### src/rtl/riscv_dmem_mmio_if.sv
// Data-port bundle between the core's M stage and the data-side responder.
interface riscv_dmem_mmio_if;
  logic        MemWriteM;
  logic [31:0] ALUResultM;
  logic [31:0] WriteDataM;
  logic [31:0] ReadDataM;

  modport master (
    output MemWriteM,
    output ALUResultM,
    output WriteDataM,
    input  ReadDataM
  );

  modport slave (
    input  MemWriteM,
    input  ALUResultM,
    input  WriteDataM,
    output ReadDataM
  );
endinterface

### src/rtl/riscv_dmem_mmio.sv
// riscv_dmem_mmio: data-side responder for the pipelined RV32 core.
// Word RAM at addr[31]==0. The MMIO page at 0x800000xx holds LED, CYCLE, TXDATA and STATUS.
// Loads are combinational (zero latency). Stores commit on the rising clock edge.
// Optional UART TX (8N1) is enabled with the macro RISCV_DMEM_UART_EN. Without it,
// uart_tx is tied high, and TXDATA/STATUS read as zero and ignore writes.
module riscv_dmem_mmio #(
  parameter int unsigned DEPTH   = 64,
  parameter int unsigned CLK_DIV = 16
) (
  input  logic                 clk,
  input  logic                 reset,
  riscv_dmem_mmio_if.slave     bus,
  output logic [7:0]           led,
  output logic                 uart_tx
);

  localparam int unsigned AW = $clog2(DEPTH);

  logic [31:0]   addr;
  logic          we;
  logic          ram_hit;
  logic          mmio_hit;
  logic [5:0]    reg_sel;
  logic [AW-1:0] idx;
  logic          led_wr;
  logic          cyc_wr;
  logic [31:0]   cycle;
  logic [31:0]   status_rd;
  logic [31:0]   mem [DEPTH];
  logic          unused_addr_bits;

  assign addr             = bus.ALUResultM;
  assign we               = bus.MemWriteM;
  assign ram_hit          = ~addr[31];
  assign mmio_hit         = (addr[31:8] == 24'h800000);
  assign reg_sel          = addr[7:2];
  assign idx              = addr[AW+1:2];
  assign led_wr           = we && mmio_hit && (reg_sel == 6'd0);
  assign cyc_wr           = we && mmio_hit && (reg_sel == 6'd1);
  assign unused_addr_bits = ^addr[1:0];

  // Word RAM: written on a RAM hit; not reset.
  always_ff @(posedge clk) begin
    if (we && ram_hit)
      mem[idx] <= bus.WriteDataM;
  end

  // LED register and free-running cycle counter. A write to CYCLE replaces the increment.
  always_ff @(posedge clk or negedge reset) begin
    if (!reset) begin
      led   <= '0;
      cycle <= '0;
    end else begin
      if (led_wr)
        led <= bus.WriteDataM[7:0];
      if (cyc_wr)
        cycle <= bus.WriteDataM;
      else
        cycle <= cycle + 32'd1;
    end
  end

`ifdef RISCV_DMEM_UART_EN
  localparam int unsigned CW = $clog2(CLK_DIV);
  localparam logic [CW-1:0] CNT_LAST = CW'(CLK_DIV - 1);

  typedef enum logic [1:0] {
    S_IDLE,
    S_START,
    S_DATA,
    S_STOP
  } uart_state_t;

  uart_state_t   state;
  logic [CW-1:0] cnt;
  logic [2:0]    bit_idx;
  logic [2:0]    bit_nxt;
  logic [7:0]    shreg;
  logic          overrun;
  logic          tx_q;
  logic          tx_wr;
  logic          status_wr;
  logic          accept;
  logic          drop;
  logic          busy;

  assign tx_wr     = we && mmio_hit && (reg_sel == 6'd2);
  assign status_wr = we && mmio_hit && (reg_sel == 6'd3);
  assign accept    = tx_wr && (state == S_IDLE);
  assign drop      = tx_wr && (state != S_IDLE);
  assign busy      = (state != S_IDLE) || accept;
  assign bit_nxt   = bit_idx + 3'd1;
  assign status_rd = {30'd0, overrun, busy};
  assign uart_tx   = tx_q;

  // UART TX FSM. The line level is registered and is updated together with each state
  // transition, so it changes exactly on bit-period boundaries.
  always_ff @(posedge clk or negedge reset) begin
    if (!reset) begin
      state   <= S_IDLE;
      cnt     <= '0;
      bit_idx <= '0;
      shreg   <= '0;
      tx_q    <= 1'b1;
      overrun <= 1'b0;
    end else begin
      if (drop)
        overrun <= 1'b1;
      else if (status_wr)
        overrun <= 1'b0;

      case (state)
        S_IDLE: begin
          tx_q <= 1'b1;
          if (accept) begin
            shreg <= bus.WriteDataM[7:0];
            state <= S_START;
            cnt   <= '0;
            tx_q  <= 1'b0;
          end
        end
        S_START: begin
          if (cnt == CNT_LAST) begin
            state   <= S_DATA;
            cnt     <= '0;
            bit_idx <= '0;
            tx_q    <= shreg[0];
          end else begin
            cnt <= cnt + 1'b1;
          end
        end
        S_DATA: begin
          if (cnt == CNT_LAST) begin
            cnt <= '0;
            if (bit_idx == 3'd7) begin
              state <= S_STOP;
              tx_q  <= 1'b1;
            end else begin
              bit_idx <= bit_nxt;
              tx_q    <= shreg[bit_nxt];
            end
          end else begin
            cnt <= cnt + 1'b1;
          end
        end
        S_STOP: begin
          if (cnt == CNT_LAST) begin
            state <= S_IDLE;
            cnt   <= '0;
          end else begin
            cnt <= cnt + 1'b1;
          end
        end
        default: begin
          state <= S_IDLE;
          tx_q  <= 1'b1;
        end
      endcase
    end
  end
`else
  assign status_rd = '0;
  assign uart_tx   = 1'b1;
`endif

  // Combinational load data. Unmapped addresses and TXDATA read as zero.
  always_comb begin
    bus.ReadDataM = '0;
    if (ram_hit) begin
      bus.ReadDataM = mem[idx];
    end else if (mmio_hit) begin
      case (reg_sel)
        6'd0:    bus.ReadDataM = {24'd0, led};
        6'd1:    bus.ReadDataM = cycle;
        6'd3:    bus.ReadDataM = status_rd;
        default: bus.ReadDataM = '0;
      endcase
    end
  end

endmodule

### src/flat_wrapper.sv
// flat-port wrapper written by rule: the top's interface ports become plain ports
module riscv_dmem_mmio_flat 
#(
  parameter int unsigned DEPTH   = 64,
  parameter int unsigned CLK_DIV = 16
)
  (clk, reset, led, uart_tx, bus_MemWriteM, bus_ALUResultM, bus_WriteDataM, bus_ReadDataM);
  riscv_dmem_mmio_if bus_i ();
  input  logic clk;
  input  logic reset;
  output logic [7:0] led;
  output logic uart_tx;
  input wire logic [$bits(bus_i.MemWriteM)-1:0] bus_MemWriteM;
  input wire logic [$bits(bus_i.ALUResultM)-1:0] bus_ALUResultM;
  input wire logic [$bits(bus_i.WriteDataM)-1:0] bus_WriteDataM;
  output wire logic [$bits(bus_i.ReadDataM)-1:0] bus_ReadDataM;
  assign bus_i.MemWriteM = bus_MemWriteM;
  assign bus_i.ALUResultM = bus_ALUResultM;
  assign bus_i.WriteDataM = bus_WriteDataM;
  assign bus_ReadDataM = bus_i.ReadDataM;
  riscv_dmem_mmio #(.DEPTH(DEPTH), .CLK_DIV(CLK_DIV)) u_core (.clk(clk), .reset(reset), .bus(bus_i), .led(led), .uart_tx(uart_tx));
endmodule
### config.mk
export PLATFORM = sky130hd
export DESIGN_NAME = riscv_dmem_mmio_flat
export DESIGN_NICKNAME = d
export VERILOG_FILES = /design/src/rtl/riscv_dmem_mmio_if.sv /design/src/rtl/riscv_dmem_mmio.sv /design/src/flat_wrapper.sv
export SDC_FILE = /design/constraint.sdc
export NUM_CORES = 2
export LEC_CHECK = 0
export ABC_CLOCK_PERIOD_IN_PS = 3400
export BUFFER_PORTS_ARGS = -buffer_cell sky130_fd_sc_hd__buf_2
export CORE_MARGIN = 2
export CORE_UTILIZATION = 32
export CTS_BUF_LIST = sky130_fd_sc_hd__clkbuf_2 sky130_fd_sc_hd__clkbuf_4 sky130_fd_sc_hd__clkbuf_8
export DETAILED_ROUTE_END_ITERATION = 8
export HOLD_SLACK_MARGIN = 0.05
export SETUP_SLACK_MARGIN = 0.1
export SLEW_MARGIN = 20
export SYNTH_ARGS = -nofsm -noshare
export SYNTH_HDL_FRONTEND = slang
export SYNTH_SLANG_ARGS = --single-unit
export TNS_END_PERCENT = 20
### constraint.sdc
create_clock -name clk -period 3.4 [get_ports clk]
set_clock_uncertainty 0.1 [all_clocks]
set_input_delay 0.34 -clock clk [delete_from_list [all_inputs] [get_ports clk]]
set_output_delay 0.34 -clock clk [all_outputs]
set_load 0.05 [all_outputs]
==> summary.txt <==
Floorplan
  • Die X: just over 500 µm
  • Ports: around 110
  • CORE AREA: about 0.25 mm²
  • Initial Util: between 30 and 40%
  • Number of core rows: between 150 and 200
  • Die area: between 0.2 and 0.3 mm²
  • Die Y: ~510 µm

Logic synthesis
  • Syn_nets: 4524
  • Synth Instances: roughly 4500
  • FF+latch count, synth: ~2100
  • Post-synthesis async set-or-reset flop share: approximately 1.9%
  • Area share of the largest cell type after synthesis: 76.09%
  • Synth top area cells: edfxtp_1 (76%), mux2i_1 (5.5%), mux4_2 (2.2%)
  • Count of unique library cells instantiated by Yosys: between 60 and 70
  • Post-synth EDFFs: roughly 2000
  • Sequential share of the synthesized area: between 70% and 80%
  • Top cell type by total area after synthesis: edfxtp_1
  • Syn_area_per_cell: roughly 18 µm²
  • Netlist Area Pre-Place: 0.08083 mm²
  • Yosys warns: 0
  • Primary FF master, synth: edfxtp_1

Clock network
  • Max Root-Sink Buffers: 4
  • CTS H-tree depth: 5
  • Setup bufs post-CTS: 0
  • Cts bufs inserted: between 300 and 400
  • Sink Count: 2088
  • TritonCTS clock tree: built
  • Clock Latency Late Sink: 1.05 ns
  • Reg clk slew, reported paths: ~0.060 ns
  • Root buffer cell: clkbuf_8

Layout
  • Area Growth Syn to Fin: 22.22%
  • Nets: ~5200
  • Share of post-route cells with drive strength above 1: roughly 26%

Detailed routing
  • Drt wl/cell: roughly 27 µm
  • Drc violations: 0
  • Initial DRC Count: 5102
  • ANT nets after route: 0
  • Routed WL: between 200000 and 250000 µm
  • Avg Vias per Cell: between 5 and 6
  • Via count: 46653
  • DRT Pass-1 Iters: 5

Worst setup path
  • Critical Path AT: around 3.4 ns
  • CP Capture Point: bus_ReadDataM[1]
  • Critical path startpoint category: flip-flop
  • R2R Path End: u_core.cycle[28]$_DFF_PN0_
  • Crit Path Category: flip-flop to primary output
  • Critical-path maximum fanout: 1
  • Setup slack, reg-to-reg: between 0.9 and 1 ns
  • R2r worst-path depth: 6
  • R2r startpoint: u_core.cycle[2]$_DFF_PN0_
  • Worst Setup SP: u_core.mem[63][1]$_DFFE_PP_
  • Worst Setup End Kind: primary output
  • Required time of the critical path: just under 3 ns

Global routing
  • Largest net degree at the start of global routing: 67
  • Total gr overflow: 0
  • GR Util All Layers: 17.62%
  • First-pass GRT wire length: 329700 µm
  • Initial antenna violation count: 8
  • Vias in the first global route: 45996

Power
  • Sw Share: around 23%
  • Maximum VDD drop: 0.0002669 V
  • Share of total power in sequential cells: about 54%
  • Power share of the clock group: around two fifths
  • Overall Power: roughly 0.053 W
  • Combinational power share: 7.2%
  • Power Density: ~530 mW/mm²
  • Internal: 0.04068 W
  • Static leakage: 32.42 nW
  • Switching power total: 0.01203 W

Timing
  • Slew margin rel.: around 26%
  • Final hold viol count: 0
  • RSZ-0062 raised after global routing: true
  • Hold_ws: ~0.084 ns
  • Worst-Margin Slew: between 1 and 1.5 ns
  • Final setup violation count: 32
  • Setup WS post-layout: -0.4452 ns
  • Max Fclk: roughly 260 MHz
  • Final period utilization: 113.1%
  • Final min period: roughly 3.8 ns
  • Pins Over Slew Limit: 0

Min path
  • Hold WC Path Type: input port to flip-flop
  • Hold path cells: 7

Flow run
  • Max-Cap Viols: 0

Outcome
  • Violated checks: negative setup slack
  • Status: complete, but fails checks

Place
  • GPL Wtd Cong: 0.8988
  • Dpl hpwl: between 100000 and 150000 µm
  • Post-placement setup slack: -0.3377 ns
  • Number of port buffers: about 100
[what timing repair did]
item | 4_1_cts | 5_1_grt
pin swaps | 29 | 12
hold endpoints to repair | 1524 | 0
hold buffers | 54 | 0
resized for setup | 193 | 76
endpoints found under the setup margin | 32 | 46
[final cells by class]
| class | count | area, µm² |
|---|---|---|
| Clock inverter | 145 | 937.1 |
| Sequential cell | 2088 | 62500 |
| Timing Repair Buffer | 681 | 7247 |
| Multi-Input combinational cell | 2032 | 18610 |
| Fill cell | 22504 | 152400 |
| Tap cell | 3348 | 4189 |
| Inverter | 4 | 20.02 |
| Clock buffer | 423 | 5271 |
| Antenna cell | 7 | 17.52 |
[cell usage in the layout (no fill, tap or decap), types with 40 or more instances in the layout]
cell type      count
edfxtp_1        2048
mux2i_1          440
buf_4            358
clkbuf_8         335
a221oi_1         188
buf_12           150
o22ai_1          125
o22a_1           120
nor2b_1          120
a32oi_1          120
a221o_1          119
o21ai_0          104
clkbuf_4          88
clkinv_1          83
nor2_1            79
mux4_2            78
nor2_4            66
buf_2             64
a21oi_1           60
a31oi_1           59
dlygate4sd3_1     52
buf_6             50
nand2_1           49
dfrtp_1           40
[metal layers]
layer | part of all wire (%) | wire length [µm] | global-route usage [%] | up-vias
met5 | 0 | 0 | 0 | -
met4 | 5.0 | 11570 | 8.437 | 0
met3 | 7.3 | 17070 | 3.165 | 385
met2 | 48 | 110600 | 28.36 | 1975
met1 | 40 | 93600 | 23.07 | 24268
li1 | - | - | - | 20025
[cells by family (layout without fill, tap and decap cells)]
logic type | after synthesis | in the layout | synth area share [%]
XOR/XNOR | 30 | 30 | 0.3251
AO/OA/AOI/OAI | 1060 | 1060 | 10.16
multiplexers | 532 | 532 | 7.853
adder cells (fa/ha/maj) | 1 | 1 | 0.01548
other | 1 | 8 | 0.004639
AND/OR/NAND/NOR | 408 | 408 | 2.582
buffers and inverters | 336 | 1253 | 1.735
flip-flops | 2088 | 2088 | 77.32
[Yosys cell counts, types with 30 or more instances]
cell,instances
edfxtp_1,2048
mux2i_1,441
a221oi_1,195
clkbuf_1,194
nor2_1,147
o21ai_0,132
o22ai_1,126
nor2b_1,124
a32oi_1,122
o22a_1,120
a221o_1,119
buf_2,89
mux4_2,78
a21oi_1,62
a31oi_1,61
nand2_1,51
buf_1,43
dfrtp_1,40
a22o_1,30
[power by group through the flow]
stage	Combinational, W	Sequential [W]	Clock (W)
after CTS	0.00369	0.0284	0.0209
after detailed placement	0.00348	0.0289	0
after global routing	0.00392	0.0284	0.0220
after floorplan	0.00150	0.0289	0
after global placement	0.00343	0.0289	0
final	0.00377	0.0284	0.0206
[registers in the layout, summed over array words and instances (netlist names)]
name and flops:
u_core.mem 2048, u_core.led 8, u_core.cycle 32
[critical path, cell delays in order, from the launching register on]
cell and delay, ns:
edfxtp_1 0.37, mux4_2 0.47, a22o_1 0.30, a2111o_1 0.42, nor4bb_1 0.34, buf_4 0.23
o22ai_2 0.09, buf_6 0.17
[metrics by stage]
stage          util [%]  std cells  area (µm²)  TNS (ns)
2_1_floorplan         -       4456       80830   -468.08
3_3_place_gp      36.00       8088       90410    -11.45
3_5_place_dp      36.08       8097       90610    -4.018
4_1_cts           39.13       8719       98280    -10.19
5_1_grt           39.33       8724       98780    -9.514
6_report          39.33       8728       98790    -6.369
[worst min path at each step]
| stage | from | to | slack (ns) |
|---|---|---|---|
| 5_1_grt | bus_ALUResultM[21] | u_core.cycle[17]$_DFF_PN0_ | 0.09 |
| 3_3_place_gp | reset | u_core.led[0]$_DFFE_PN0P_ | 0.42 |
| 4_1_cts | bus_ALUResultM[21] | u_core.cycle[17]$_DFF_PN0_ | 0.06 |
| 3_5_place_dp | u_core.led[7]$_DFFE_PN0P_ | u_core.led[7]$_DFFE_PN0P_ | 0.42 |
| 6_report | bus_ALUResultM[21] | u_core.cycle[17]$_DFF_PN0_ | 0.08 |
| 2_1_floorplan | reset | u_core.cycle[0]$_DFF_PN0_ | -0.06 |
Note: power is estimated with default switching activity, not from simulation.
